==> config.mk <==
export PLATFORM = sky130hd
export DESIGN_NAME = axi4_lite_slv_reg_bank_flat
export DESIGN_NICKNAME = d
export VERILOG_FILES = /design/src/rtl/axi4_lite_reg_bank_pkg.sv /design/src/rtl/axi4_lite_if.sv /design/src/rtl/axi4_lite_chan_slot.sv /design/src/rtl/axi4_lite_slv_reg_bank.sv /design/src/flat_wrapper.sv
export SDC_FILE = /design/constraint.sdc
export NUM_CORES = 1
export LEC_CHECK = 0
export ABC_CLOCK_PERIOD_IN_PS = 5270
export CAP_MARGIN = 30
export CELL_PAD_IN_SITES_DETAIL_PLACEMENT = 1
export CELL_PAD_IN_SITES_GLOBAL_PLACEMENT = 2
export CORE_UTILIZATION = 38
export CTS_CLUSTER_DIAMETER = 60
export DETAILED_ROUTE_END_ITERATION = 16
export PLACE_DENSITY = 0.94
export SYNTH_ARGS = -nofsm -noshare
export SYNTH_HDL_FRONTEND = slang
export SYNTH_SLANG_ARGS = --single-unit
==> constraint.sdc <==
create_clock -name i_clk -period 5.27 [get_ports i_clk]
set_input_delay 1.054 -clock i_clk [delete_from_list [all_inputs] [get_ports i_clk]]
set_output_delay 1.054 -clock i_clk [all_outputs]
set_load 0.01 [all_outputs]
==> src/rtl/axi4_lite_reg_bank_pkg.sv <==
// Shared types and constants for the AXI4-Lite register bank.
package axi4_lite_reg_bank_pkg;

    localparam int unsigned REG_DATA_W = 32;
    localparam int unsigned REG_STRB_W = REG_DATA_W / 8;
    localparam int unsigned REG_IDX_W  = 2;

    localparam logic [1:0] RESP_OKAY   = 2'b00;
    localparam logic [1:0] RESP_SLVERR = 2'b10;

    localparam logic [REG_DATA_W-1:0] ID_VAL_DEFAULT = 32'h4D43_0001;

    typedef enum logic [REG_IDX_W-1:0] {
        REG_CTRL    = 2'd0,
        REG_CNT     = 2'd1,
        REG_SCRATCH = 2'd2,
        REG_ID      = 2'd3
    } reg_idx_e;

    typedef struct packed {
        logic [REG_DATA_W-1:0] data;
        logic [REG_STRB_W-1:0] strb;
    } w_beat_t;

    // Byte-lane merge of a write beat into an existing register value.
    function automatic logic [REG_DATA_W-1:0] apply_wstrb(
        input logic [REG_DATA_W-1:0] old_val,
        input logic [REG_DATA_W-1:0] new_val,
        input logic [REG_STRB_W-1:0] strb
    );
        logic [REG_DATA_W-1:0] res;
        res = old_val;
        for (int b = 0; b < int'(REG_STRB_W); b++) begin
            if (strb[b]) res[8*b +: 8] = new_val[8*b +: 8];
        end
        return res;
    endfunction

endpackage

==> src/rtl/axi4_lite_if.sv <==
// AXI4-Lite bus bundle with master and slave views.
interface axi4_lite_if #(
    parameter int unsigned ADDR_W = 4,
    parameter int unsigned DATA_W = 32
);
    localparam int unsigned STRB_W = DATA_W / 8;

    logic              awvalid;
    logic              awready;
    logic [ADDR_W-1:0] awaddr;
    logic [2:0]        awprot;
    logic              wvalid;
    logic              wready;
    logic [DATA_W-1:0] wdata;
    logic [STRB_W-1:0] wstrb;
    logic              bvalid;
    logic              bready;
    logic [1:0]        bresp;
    logic              arvalid;
    logic              arready;
    logic [ADDR_W-1:0] araddr;
    logic [2:0]        arprot;
    logic              rvalid;
    logic              rready;
    logic [DATA_W-1:0] rdata;
    logic [1:0]        rresp;

    modport mst_port (
        output awvalid, awaddr, awprot, wvalid, wdata, wstrb, bready,
               arvalid, araddr, arprot, rready,
        input  awready, wready, bvalid, bresp, arready, rvalid, rdata, rresp
    );

    modport slv_port (
        input  awvalid, awaddr, awprot, wvalid, wdata, wstrb, bready,
               arvalid, araddr, arprot, rready,
        output awready, wready, bvalid, bresp, arready, rvalid, rdata, rresp
    );

endinterface

==> src/rtl/axi4_lite_chan_slot.sv <==
// One-entry holding slot for a valid/ready channel; cleared by the consumer.
module axi4_lite_chan_slot #(
    parameter int unsigned PAYLOAD_W = 1
) (
    input  logic                 clk,
    input  logic                 rst_n,
    input  logic                 in_valid,
    input  logic [PAYLOAD_W-1:0] in_payload,
    input  logic                 accept_en,
    input  logic                 clr,
    output logic                 ready_c,
    output logic                 full,
    output logic [PAYLOAD_W-1:0] payload
);

    logic                 full_q, full_d;
    logic [PAYLOAD_W-1:0] payload_q, payload_d;

    assign ready_c = ~full_q & accept_en;
    assign full    = full_q;
    assign payload = payload_q;

    // Fill on handshake, empty on consumer clear.
    always_comb begin
        full_d    = full_q;
        payload_d = payload_q;
        if (full_q) begin
            if (clr) full_d = 1'b0;
        end else if (in_valid && accept_en) begin
            full_d    = 1'b1;
            payload_d = in_payload;
        end
    end

    // Slot state register.
    always_ff @(posedge clk or negedge rst_n) begin
        if (!rst_n) begin
            full_q    <= 1'b0;
            payload_q <= '0;
        end else begin
            full_q    <= full_d;
            payload_q <= payload_d;
        end
    end

endmodule

==> src/rtl/axi4_lite_slv_reg_bank.sv <==
// AXI4-Lite slave with CTRL / CNT / SCRATCH / ID registers.
module axi4_lite_slv_reg_bank
    import axi4_lite_reg_bank_pkg::*;
#(
    parameter int unsigned           AXI4_LITE_ADDR_BIT_WIDTH = 4,
    parameter int unsigned           AXI4_LITE_DATA_BIT_WIDTH = 32,
    parameter logic [REG_DATA_W-1:0] CTRL_RST_VAL             = 32'h0000_0000,
    parameter logic [REG_DATA_W-1:0] ID_VAL                   = ID_VAL_DEFAULT
) (
    input  logic                  i_clk,
    input  logic                  i_async_rst_n,
    axi4_lite_if.slv_port         if_s_axi4_lite,
    output logic [REG_DATA_W-1:0] o_ctrl
);

    if (AXI4_LITE_DATA_BIT_WIDTH != 32) begin : g_bad_data_w
        $fatal(1, "axi4_lite_slv_reg_bank: only 32-bit data is supported");
    end
    if (AXI4_LITE_ADDR_BIT_WIDTH < 4) begin : g_bad_addr_w
        $fatal(1, "axi4_lite_slv_reg_bank: address must be at least 4 bits");
    end

    localparam int unsigned W_BEAT_W = $bits(w_beat_t);

    logic                  rdy_en_q, rdy_en_d;
    logic [REG_DATA_W-1:0] ctrl_q, ctrl_d;
    logic [REG_DATA_W-1:0] cnt_q, cnt_d;
    logic [REG_DATA_W-1:0] scratch_q, scratch_d;
    logic                  bvalid_q, bvalid_d;
    logic [1:0]            bresp_q, bresp_d;
    logic                  rvalid_q, rvalid_d;
    logic [REG_DATA_W-1:0] rdata_q, rdata_d;

    logic                  aw_ready_c, aw_full;
    logic [REG_IDX_W-1:0]  aw_payload;
    logic                  w_ready_c, w_full;
    logic [W_BEAT_W-1:0]   w_payload;
    w_beat_t               w_in, w_beat;
    reg_idx_e              aw_idx, ar_idx;
    logic                  slot_en_c, commit_c, ar_hs_c, arready_c;
    logic                  unused_bits;

    assign slot_en_c = rdy_en_q & ~bvalid_q;
    assign commit_c  = aw_full & w_full;
    assign w_in      = '{data: if_s_axi4_lite.wdata, strb: if_s_axi4_lite.wstrb};
    assign w_beat    = w_beat_t'(w_payload);
    assign aw_idx    = reg_idx_e'(aw_payload);
    assign ar_idx    = reg_idx_e'(if_s_axi4_lite.araddr[3:2]);
    assign arready_c = rdy_en_q & ~rvalid_q;
    assign ar_hs_c   = if_s_axi4_lite.arvalid & arready_c;

    axi4_lite_chan_slot #(.PAYLOAD_W(REG_IDX_W)) u_aw_slot (
        .clk        (i_clk),
        .rst_n      (i_async_rst_n),
        .in_valid   (if_s_axi4_lite.awvalid),
        .in_payload (if_s_axi4_lite.awaddr[3:2]),
        .accept_en  (slot_en_c),
        .clr        (commit_c),
        .ready_c    (aw_ready_c),
        .full       (aw_full),
        .payload    (aw_payload)
    );

    axi4_lite_chan_slot #(.PAYLOAD_W(W_BEAT_W)) u_w_slot (
        .clk        (i_clk),
        .rst_n      (i_async_rst_n),
        .in_valid   (if_s_axi4_lite.wvalid),
        .in_payload (W_BEAT_W'(w_in)),
        .accept_en  (slot_en_c),
        .clr        (commit_c),
        .ready_c    (w_ready_c),
        .full       (w_full),
        .payload    (w_payload)
    );

    // Register updates, write commit/response and read capture.
    always_comb begin
        rdy_en_d  = 1'b1;
        ctrl_d    = ctrl_q;
        scratch_d = scratch_q;
        cnt_d     = cnt_q + 32'd1;
        bvalid_d  = bvalid_q;
        bresp_d   = bresp_q;
        rvalid_d  = rvalid_q;
        rdata_d   = rdata_q;

        if (bvalid_q && if_s_axi4_lite.bready) bvalid_d = 1'b0;
        if (commit_c) begin
            bvalid_d = 1'b1;
            bresp_d  = RESP_OKAY;
            unique case (aw_idx)
                REG_CTRL:    ctrl_d    = apply_wstrb(ctrl_q, w_beat.data, w_beat.strb);
                REG_CNT:     cnt_d     = '0;
                REG_SCRATCH: scratch_d = apply_wstrb(scratch_q, w_beat.data, w_beat.strb);
                REG_ID:      bresp_d   = RESP_SLVERR;
            endcase
        end

        if (rvalid_q && if_s_axi4_lite.rready) rvalid_d = 1'b0;
        if (ar_hs_c) begin
            rvalid_d = 1'b1;
            unique case (ar_idx)
                REG_CTRL:    rdata_d = ctrl_q;
                REG_CNT:     rdata_d = cnt_q;
                REG_SCRATCH: rdata_d = scratch_q;
                REG_ID:      rdata_d = ID_VAL;
            endcase
        end
    end

    // State registers; reset discards any in-flight response.
    always_ff @(posedge i_clk or negedge i_async_rst_n) begin
        if (!i_async_rst_n) begin
            rdy_en_q  <= 1'b0;
            ctrl_q    <= CTRL_RST_VAL;
            cnt_q     <= '0;
            scratch_q <= '0;
            bvalid_q  <= 1'b0;
            bresp_q   <= RESP_OKAY;
            rvalid_q  <= 1'b0;
            rdata_q   <= '0;
        end else begin
            rdy_en_q  <= rdy_en_d;
            ctrl_q    <= ctrl_d;
            cnt_q     <= cnt_d;
            scratch_q <= scratch_d;
            bvalid_q  <= bvalid_d;
            bresp_q   <= bresp_d;
            rvalid_q  <= rvalid_d;
            rdata_q   <= rdata_d;
        end
    end

    assign if_s_axi4_lite.awready = aw_ready_c;
    assign if_s_axi4_lite.wready  = w_ready_c;
    assign if_s_axi4_lite.bvalid  = bvalid_q;
    assign if_s_axi4_lite.bresp   = bresp_q;
    assign if_s_axi4_lite.arready = arready_c;
    assign if_s_axi4_lite.rvalid  = rvalid_q;
    assign if_s_axi4_lite.rdata   = rdata_q;
    assign if_s_axi4_lite.rresp   = RESP_OKAY;
    assign o_ctrl                 = ctrl_q;

    // Address low bits and protection attributes carry no meaning here.
    assign unused_bits = ^{if_s_axi4_lite.awaddr, if_s_axi4_lite.araddr,
                           if_s_axi4_lite.awprot, if_s_axi4_lite.arprot};

endmodule

==> src/flat_wrapper.sv <==
// flat-port wrapper written by rule: the top's interface ports become plain ports
module axi4_lite_slv_reg_bank_flat import axi4_lite_reg_bank_pkg::*;
#(
    parameter int unsigned           AXI4_LITE_ADDR_BIT_WIDTH = 4,
    parameter int unsigned           AXI4_LITE_DATA_BIT_WIDTH = 32,
    parameter logic [REG_DATA_W-1:0] CTRL_RST_VAL             = 32'h0000_0000,
    parameter logic [REG_DATA_W-1:0] ID_VAL                   = ID_VAL_DEFAULT
)
  (i_clk, i_async_rst_n, o_ctrl, if_s_axi4_lite_awvalid, if_s_axi4_lite_awaddr, if_s_axi4_lite_awprot, if_s_axi4_lite_wvalid, if_s_axi4_lite_wdata, if_s_axi4_lite_wstrb, if_s_axi4_lite_bready, if_s_axi4_lite_arvalid, if_s_axi4_lite_araddr, if_s_axi4_lite_arprot, if_s_axi4_lite_rready, if_s_axi4_lite_awready, if_s_axi4_lite_wready, if_s_axi4_lite_bvalid, if_s_axi4_lite_bresp, if_s_axi4_lite_arready, if_s_axi4_lite_rvalid, if_s_axi4_lite_rdata, if_s_axi4_lite_rresp);
  axi4_lite_if #(.ADDR_W(4), .DATA_W(32)) if_s_axi4_lite_i ();
  input  logic i_clk;
  input  logic i_async_rst_n;
  output logic [REG_DATA_W-1:0] o_ctrl;
  input wire logic [$bits(if_s_axi4_lite_i.awvalid)-1:0] if_s_axi4_lite_awvalid;
  input wire logic [$bits(if_s_axi4_lite_i.awaddr)-1:0] if_s_axi4_lite_awaddr;
  input wire logic [$bits(if_s_axi4_lite_i.awprot)-1:0] if_s_axi4_lite_awprot;
  input wire logic [$bits(if_s_axi4_lite_i.wvalid)-1:0] if_s_axi4_lite_wvalid;
  input wire logic [$bits(if_s_axi4_lite_i.wdata)-1:0] if_s_axi4_lite_wdata;
  input wire logic [$bits(if_s_axi4_lite_i.wstrb)-1:0] if_s_axi4_lite_wstrb;
  input wire logic [$bits(if_s_axi4_lite_i.bready)-1:0] if_s_axi4_lite_bready;
  input wire logic [$bits(if_s_axi4_lite_i.arvalid)-1:0] if_s_axi4_lite_arvalid;
  input wire logic [$bits(if_s_axi4_lite_i.araddr)-1:0] if_s_axi4_lite_araddr;
  input wire logic [$bits(if_s_axi4_lite_i.arprot)-1:0] if_s_axi4_lite_arprot;
  input wire logic [$bits(if_s_axi4_lite_i.rready)-1:0] if_s_axi4_lite_rready;
  output wire logic [$bits(if_s_axi4_lite_i.awready)-1:0] if_s_axi4_lite_awready;
  output wire logic [$bits(if_s_axi4_lite_i.wready)-1:0] if_s_axi4_lite_wready;
  output wire logic [$bits(if_s_axi4_lite_i.bvalid)-1:0] if_s_axi4_lite_bvalid;
  output wire logic [$bits(if_s_axi4_lite_i.bresp)-1:0] if_s_axi4_lite_bresp;
  output wire logic [$bits(if_s_axi4_lite_i.arready)-1:0] if_s_axi4_lite_arready;
  output wire logic [$bits(if_s_axi4_lite_i.rvalid)-1:0] if_s_axi4_lite_rvalid;
  output wire logic [$bits(if_s_axi4_lite_i.rdata)-1:0] if_s_axi4_lite_rdata;
  output wire logic [$bits(if_s_axi4_lite_i.rresp)-1:0] if_s_axi4_lite_rresp;
  assign if_s_axi4_lite_i.awvalid = if_s_axi4_lite_awvalid;
  assign if_s_axi4_lite_i.awaddr = if_s_axi4_lite_awaddr;
  assign if_s_axi4_lite_i.awprot = if_s_axi4_lite_awprot;
  assign if_s_axi4_lite_i.wvalid = if_s_axi4_lite_wvalid;
  assign if_s_axi4_lite_i.wdata = if_s_axi4_lite_wdata;
  assign if_s_axi4_lite_i.wstrb = if_s_axi4_lite_wstrb;
  assign if_s_axi4_lite_i.bready = if_s_axi4_lite_bready;
  assign if_s_axi4_lite_i.arvalid = if_s_axi4_lite_arvalid;
  assign if_s_axi4_lite_i.araddr = if_s_axi4_lite_araddr;
  assign if_s_axi4_lite_i.arprot = if_s_axi4_lite_arprot;
  assign if_s_axi4_lite_i.rready = if_s_axi4_lite_rready;
  assign if_s_axi4_lite_awready = if_s_axi4_lite_i.awready;
  assign if_s_axi4_lite_wready = if_s_axi4_lite_i.wready;
  assign if_s_axi4_lite_bvalid = if_s_axi4_lite_i.bvalid;
  assign if_s_axi4_lite_bresp = if_s_axi4_lite_i.bresp;
  assign if_s_axi4_lite_arready = if_s_axi4_lite_i.arready;
  assign if_s_axi4_lite_rvalid = if_s_axi4_lite_i.rvalid;
  assign if_s_axi4_lite_rdata = if_s_axi4_lite_i.rdata;
  assign if_s_axi4_lite_rresp = if_s_axi4_lite_i.rresp;
  axi4_lite_slv_reg_bank #(.AXI4_LITE_ADDR_BIT_WIDTH(AXI4_LITE_ADDR_BIT_WIDTH), .AXI4_LITE_DATA_BIT_WIDTH(AXI4_LITE_DATA_BIT_WIDTH), .CTRL_RST_VAL(CTRL_RST_VAL), .ID_VAL(ID_VAL)) u_core (.i_clk(i_clk), .i_async_rst_n(i_async_rst_n), .if_s_axi4_lite(if_s_axi4_lite_i), .o_ctrl(o_ctrl));
endmodule
==> impl_metrics.tcl, run 1 <==
set metrics [dict create \
    grt_pass1_wl_microns 31600 \
    path_max_fanout 34 \
    final_layout_size_suffix_gt1_share_pct 19.4 \
    mostFrequentLayoutCell "dfrtp_1" \
    r2r_slack_ns 2.89 \
    cp.depth 6 \
    synth_top_cell_by_area "dfrtp_1" \
    cts.htree.levels 4 \
    hold_buffers 0 \
    fin_crit_sh_pct 53.5 \
    die_x_microns 142 \
    slew_violations 0 \
    grt_max_degree 89 \
    hold_violations 0 \
    vias 5277 \
    drt_first_pass_iters 4 \
    p_leak_uw 0.00409 \
    drc_errors 0 \
    ys_types 36 \
    dp_hpwl_microns 13200 \
    core_area_sq_um 19000 \
    cts_buffers 17 \
    outcome "finished, final reports clean" \
    gr-usage-all-layers_pct 20.4 \
    period_needed_ns 2.82 \
    crit_end "u_core.if_s_axi4_lite.rdata[13]" \
    rr_endpoint "u_core.scratch_q[20]" \
    maxCapViolCount 0 \
    vias_per_cell 5.22 \
    routed_wl_microns 19400 \
    clock-sinks 172 \
    path_cells "clkdlybuf4s50_1, buf_4, nor2b_2, buf_4, a21oi_1, o21ai_0" \
    ys_seq_area_share_pct 57.9 \
    critPathBufInv 3 \
    ant_nets 0 \
    hold-worst-slack_ns 0.486 \
    ys_warn_count 0 \
    cts.clk_slew.worst_paths_ns 0.06 \
    rows 50 \
    syn_inst 625 \
    crit_slowest_cell "nor2b_2" \
    dieArea_sq_um 20100 \
    holdPathStages 2 \
    wl_per_cell_microns 19.1 \
    ff2ff_path_depth 4 \
    nNetsFinal 796 \
    critPathMostFrequentCell "buf_4" \
    setup_tns_ns 0 \
    synth_area_per_cell_sq_um 11.9 \
    clockBufferDepth 2 \
    slew-limit-headroom_pct 40.7 \
    io_pins 130 \
    clock_latency_ns 0.42 \
    antenna_found_initial 0 \
    clockRootBuffer "clkbuf_16" \
    crit_family "buffers and inverters" \
    cts_tree "done" \
    yosys-top-cells-area "dfrtp_1, mux2_2, mux2i_1" \
    place.gp.congestion 0.794 \
    fill_cells 2008 \
    antenna_cells 0 \
    synth_seq_cells 172 \
    power_per_cell_area_nw_per_um2 484 \
    cpPeakStageDelay_ns 0.63 \
    min_from "u_core.if_s_axi4_lite.rdata[1]" \
    final_cell_mix "dfrtp_1, clkdlybuf4s50_1, mux2_2" \
    fmax_ghz 0.355 \
    cp-start-kind "primary input" \
    synth_top_area_share_pct 57.9 \
    critical_path_class "in -> reg" \
    cp_data_arrival_time_ns 3.16 \
    cts_setup_buffers 0 \
    min_path_type "reg -> reg" \
    die_h_microns 142 \
    worstMarginPinSlew_ns 0.887 \
    crit_start "if_s_axi4_lite_araddr[3]" \
    fin_util_pct 49.8 \
    clock_skew_ns 0.00857 \
    placedCellCount 978 \
    cts_resized 0 \
    cp-end-kind "register" \
    initial_core_util_pct 39.2 \
    syn_area_sq_um 7440 \
    power.total_uw 4570 \
    grt_overflow_total 0 \
    io_buffers 116 \
    r2r-start "u_core.u_w_slot.full" \
    stdcell_count 1011 \
    ir_drop_uv 188 \
    area_growth_pct 27.0 \
    setup_violations 0 \
    first_global_vias 5810 \
    drt_iter0_drc 267 \
    rsz0062_at_grt "false" \
    required_ns 5.61 \
]
## area by class of cell
type	instances	area (sq um)	share of cell area, %
clock inverter	10	66.3	0.702
tap	260	325	3.45
inverter	6	22.5	0.239
multi-input combinational	417	2990	31.7
timing repair buffer	124	1250	13.3
clock buffer	22	474	5.02
sequential	172	4300	45.6
## cells in the mapped netlist (all sizes together)
library cell	count
a21o	1
a21oi	39
and2	2
and3	6
and4	5
buf	10
clkbuf	22
conb	2
dfrtp	172
ha	1
inv	6
mux2	110
mux2i	28
nand2	61
nand2b	6
nand3	11
nand4	7
nand4b	1
nor2	38
nor2b	2
nor3	2
nor3b	2
nor4	5
nor4b	1
o21ai	39
o22ai	8
o31ai	11
or2	1
or3	3
or4	12
xnor2	5
xor2	6
## cell families (layout without fill, tap and decap cells)
family          Yosys count  count (layout)  share of synthesized area, %
xor+xnor                 11              11                          1.30
fa+ha+maj                 1               1                         0.168
other cells               2               4                         0.101
mux                     138             138                          20.4
compound gates           98              98                          7.13
flops                   172             172                          57.9
buf+inv                  38             162                          2.12
simple gates            165             165                          10.9
## routing by layer
metal / routed length (microns) / track usage, % / vias to the layer above
li1: - / - / 2440
met1: 8340 / 24.8 / 2703
met2: 9980 / 35.9 / 107
met3: 668 / 4.52 / 27
met4: 358 / 6.68 / 0
met5: 0 / 0 / -
## flip-flops by register name, indices dropped and copies added, names as in the netlist
register / count
u_core.u_w_slot.payload: 36
u_core.scratch_q: 32
u_core.u_w_slot.full: 1
u_core.u_aw_slot.payload: 2
u_core.u_aw_slot.full: 1
u_core.cnt_q: 32
u_core.if_s_axi4_lite.rvalid: 1
u_core.o_ctrl: 32
u_core.if_s_axi4_lite.bresp: 1
u_core.if_s_axi4_lite.bvalid: 1
u_core.rdy_en_q: 1
u_core.if_s_axi4_lite.rdata: 32
## worst min-delay path by stage
stage,to
global route,u_core.if_s_axi4_lite.rdata[1]
CTS,u_core.if_s_axi4_lite.rdata[25]
floorplan,u_core.scratch_q[25]
finish,u_core.if_s_axi4_lite.rdata[1]
global placement,u_core.if_s_axi4_lite.rdata[27]
detailed placement,u_core.if_s_axi4_lite.rdata[25]
## metrics by stage
stage	worst slack, ns	instance area [sq um]
2_1_floorplan	2.93	7440
3_3_place_gp	2.06	8840
3_5_place_dp	1.97	8880
4_1_cts	2.40	9420
5_1_grt	2.26	9440
6_report	2.45	9440
## worst reg2reg max path: cells and delay by family (launching register included)
family	cells	cell delay [ns]
mux	1	0.41
flops	1	0.41
simple gates	3	1.44
## power by group
group | internal [uW] | total, uW | leakage (uW) | switching [uW]
clock network | 639 | 1160 | 0.000254 | 525
logic | 748 | 1260 | 0.00162 | 509
registers | 1780 | 2150 | 0.00222 | 373
No activity file was read; power rests on OpenSTA's default activity.
==> run 2: changes to the inputs <==
--- a/config.mk
+++ b/config.mk
@@ -5,14 +5,14 @@
 export SDC_FILE = /design/constraint.sdc
 export NUM_CORES = 1
 export LEC_CHECK = 0
-export ABC_CLOCK_PERIOD_IN_PS = 5270
+export ABC_CLOCK_PERIOD_IN_PS = 2400
 export CAP_MARGIN = 30
 export CELL_PAD_IN_SITES_DETAIL_PLACEMENT = 1
 export CELL_PAD_IN_SITES_GLOBAL_PLACEMENT = 2
-export CORE_UTILIZATION = 38
+export CORE_UTILIZATION = 31
 export CTS_CLUSTER_DIAMETER = 60
 export DETAILED_ROUTE_END_ITERATION = 16
-export PLACE_DENSITY = 0.94
+export PLACE_DENSITY = 0.83
 export SYNTH_ARGS = -nofsm -noshare
 export SYNTH_HDL_FRONTEND = slang
 export SYNTH_SLANG_ARGS = --single-unit
==> constraint.sdc (replaced) <==
create_clock -name i_clk -period 2.4 [get_ports i_clk]
set_input_delay 0.48 -clock i_clk [delete_from_list [all_inputs] [get_ports i_clk]]
set_output_delay 0.48 -clock i_clk [all_outputs]
set_load 0.01 [all_outputs]
==> run 2 against run 1 <==
  * Die area is 22% higher
  * Clock power is 130% higher
  * Hold slack worse by 0.0056 ns
  * Power is 120% higher
  * Worst setup slack worse by 2.2 ns
  * Sequential share of layout area is 0.82 points lower
  * Highest routed layer unchanged
==> impl_metrics.tcl, run 2 (same netlist as run 1, synthesis figures left out) <==
set metrics [dict create \
    cts.htree.levels 4 \
    largest_reg_flops 36 \
    final_cell_mix "dfrtp_1, clkdlybuf4s50_1, mux2_2" \
    dp_hpwl_microns 13000 \
    slew_violations 0 \
    io_buffers 116 \
    cpPeakStageDelay_ns 0.55 \
    hold_violations 0 \
    dieArea_sq_um 24600 \
    fmax_ghz 0.460 \
    crit_family "buffers and inverters" \
    grt_overflow_total 0 \
    ant_nets 0 \
    r2r_slack_ns 0.26 \
    final_layout_size_suffix_gt1_share_pct 20.3 \
    die_h_microns 157 \
    die_x_microns 157 \
    place.gp.congestion 0.713 \
    power_per_cell_area_nw_per_um2 1040 \
    vias 5260 \
    io_pins 130 \
    min_path_type "reg -> reg" \
    clockRootBuffer "clkbuf_16" \
    cts_tree "done" \
    cts_setup_buffers 0 \
    drt_iter0_drc 211 \
    clock-sinks 172 \
    dr.max_layer_used "met4" \
    worstMarginPinSlew_ns 0.534 \
    met1_length_microns 8750 \
    wl_per_cell_microns 17.7 \
    mostFrequentLayoutCell "dfrtp_1" \
    area_growth_pct 29.3 \
    slew-limit-headroom_pct 64.4 \
    cts.clk_slew.worst_paths_ns 0.07 \
    setup_tns_ns 0 \
    required_ns 1.92 \
    clockBufferDepth 2 \
    antenna_found_initial 0 \
    critical_path_class "reg -> out" \
    first_global_vias 5726 \
    clock_skew_ns 0.0113 \
    vias_per_cell 4.88 \
    path_max_fanout 3 \
    core_area_sq_um 23500 \
    p_leak_uw 0.00414 \
    hold-worst-slack_ns 0.481 \
    setup_violations 0 \
    critPathBufInv 1 \
    clock_latency_ns 0.44 \
    cp_data_arrival_time_ns 1.69 \
    maxCapViolCount 0 \
    ir_drop_uv 573 \
    wl_met3_microns 822 \
    cts_buffers 17 \
    crit_slowest_cell "clkdlybuf4s50_1" \
    initial_core_util_pct 31.7 \
    drc_errors 0 \
    period_needed_ns 2.17 \
    antenna_cells 0 \
    drt_first_pass_iters 6 \
    rsz0062_at_grt "false" \
    outcome "finished, final reports clean" \
    path_cells "nand2b_1, nor2_1, clkdlybuf4s50_1" \
    fin_crit_sh_pct 90.6 \
    grt_max_degree 67 \
    gr-usage-all-layers_pct 16.8 \
    dr_wl_met2_microns 9210 \
    cp-end-kind "output port" \
    cp-start-kind "register" \
    nNetsFinal 804 \
    routed_wl_microns 19100 \
    rows 56 \
    grt_pass1_wl_microns 31300 \
]
run 2: cell count changes in the layout (fill, tap and decap cells not counted):
cell / change
buf_12: +2
buf_4: +5
clkbuf_1: -1
clkbuf_8: -3
clkinv_2: -4
clkinv_4: +1
dlygate4sd3_1: +1
inv_6: +4
inv_8: +3
run 2: layout make-up:
| cell class | instances | area [sq um] |
|---|---|---|
| Fill cell | 2534 | 13900 |
| Sequential cell | 172 | 4300 |
| Multi-Input combinational cell | 417 | 2990 |
| Timing Repair Buffer | 132 | 1340 |
| Clock buffer | 18 | 429 |
| Tap cell | 319 | 399 |
| Clock inverter | 14 | 124 |
| Inverter | 6 | 22.5 |
run 2: what timing repair did:
action / 4_1_cts / 5_1_grt
hold endpoints to repair: 16 / 0
gates resized for setup: 0 / 0
setup endpoints to repair: 0 / 0
hold buffers: 1 / 0
run 2: where the power goes:
part,switching (uW),total [uW],internal (uW)
clock network,1280,2640,1360
registers,759,4650,3900
logic,1080,2750,1660
run 2: stage by stage:
stage,worst slack [ns],instances,utilization [%],power [uW],area [sq um]
4_1_cts,0.182,1078,41.0,10200,9610
6_report,0.226,1078,41.0,10000,9610
3_5_place_dp,0.209,1045,38.6,7520,9050
2_1_floorplan,0.344,627,-,6000,7440
5_1_grt,0.116,1078,41.0,10700,9610
3_3_place_gp,0.261,1045,38.6,7380,9050
run 2: final timing paths:
check / from / cells past startpoint / endpoint
min in group asynchronous: i_async_rst_n / 2 / u_core.u_w_slot.payload[31]
max reg2reg: u_core.cnt_q[2] / 5 / u_core.cnt_q[23]
min: u_core.if_s_axi4_lite.rdata[22] / 2 / u_core.if_s_axi4_lite.rdata[22]
min reg2reg: u_core.if_s_axi4_lite.rdata[22] / 2 / u_core.if_s_axi4_lite.rdata[22]
max in group asynchronous: i_async_rst_n / 3 / u_core.if_s_axi4_lite.rdata[13]
max: u_core.if_s_axi4_lite.bvalid / 3 / if_s_axi4_lite_awready
run 2: per-layer routing:
layer  track usage, %  up-vias
li1                 -     2465
met2             27.9       99
met4             6.07        0
met1             21.4     2675
met3             3.77       21
met5                0        -
run 2: worst reg2reg max path, stage by stage, from the launching register on:
cell     delay (ns)
dfrtp_1        0.45
nand3_2        0.17
or4_1          0.56
buf_4          0.22
or4_1          0.52
a21oi_1        0.16
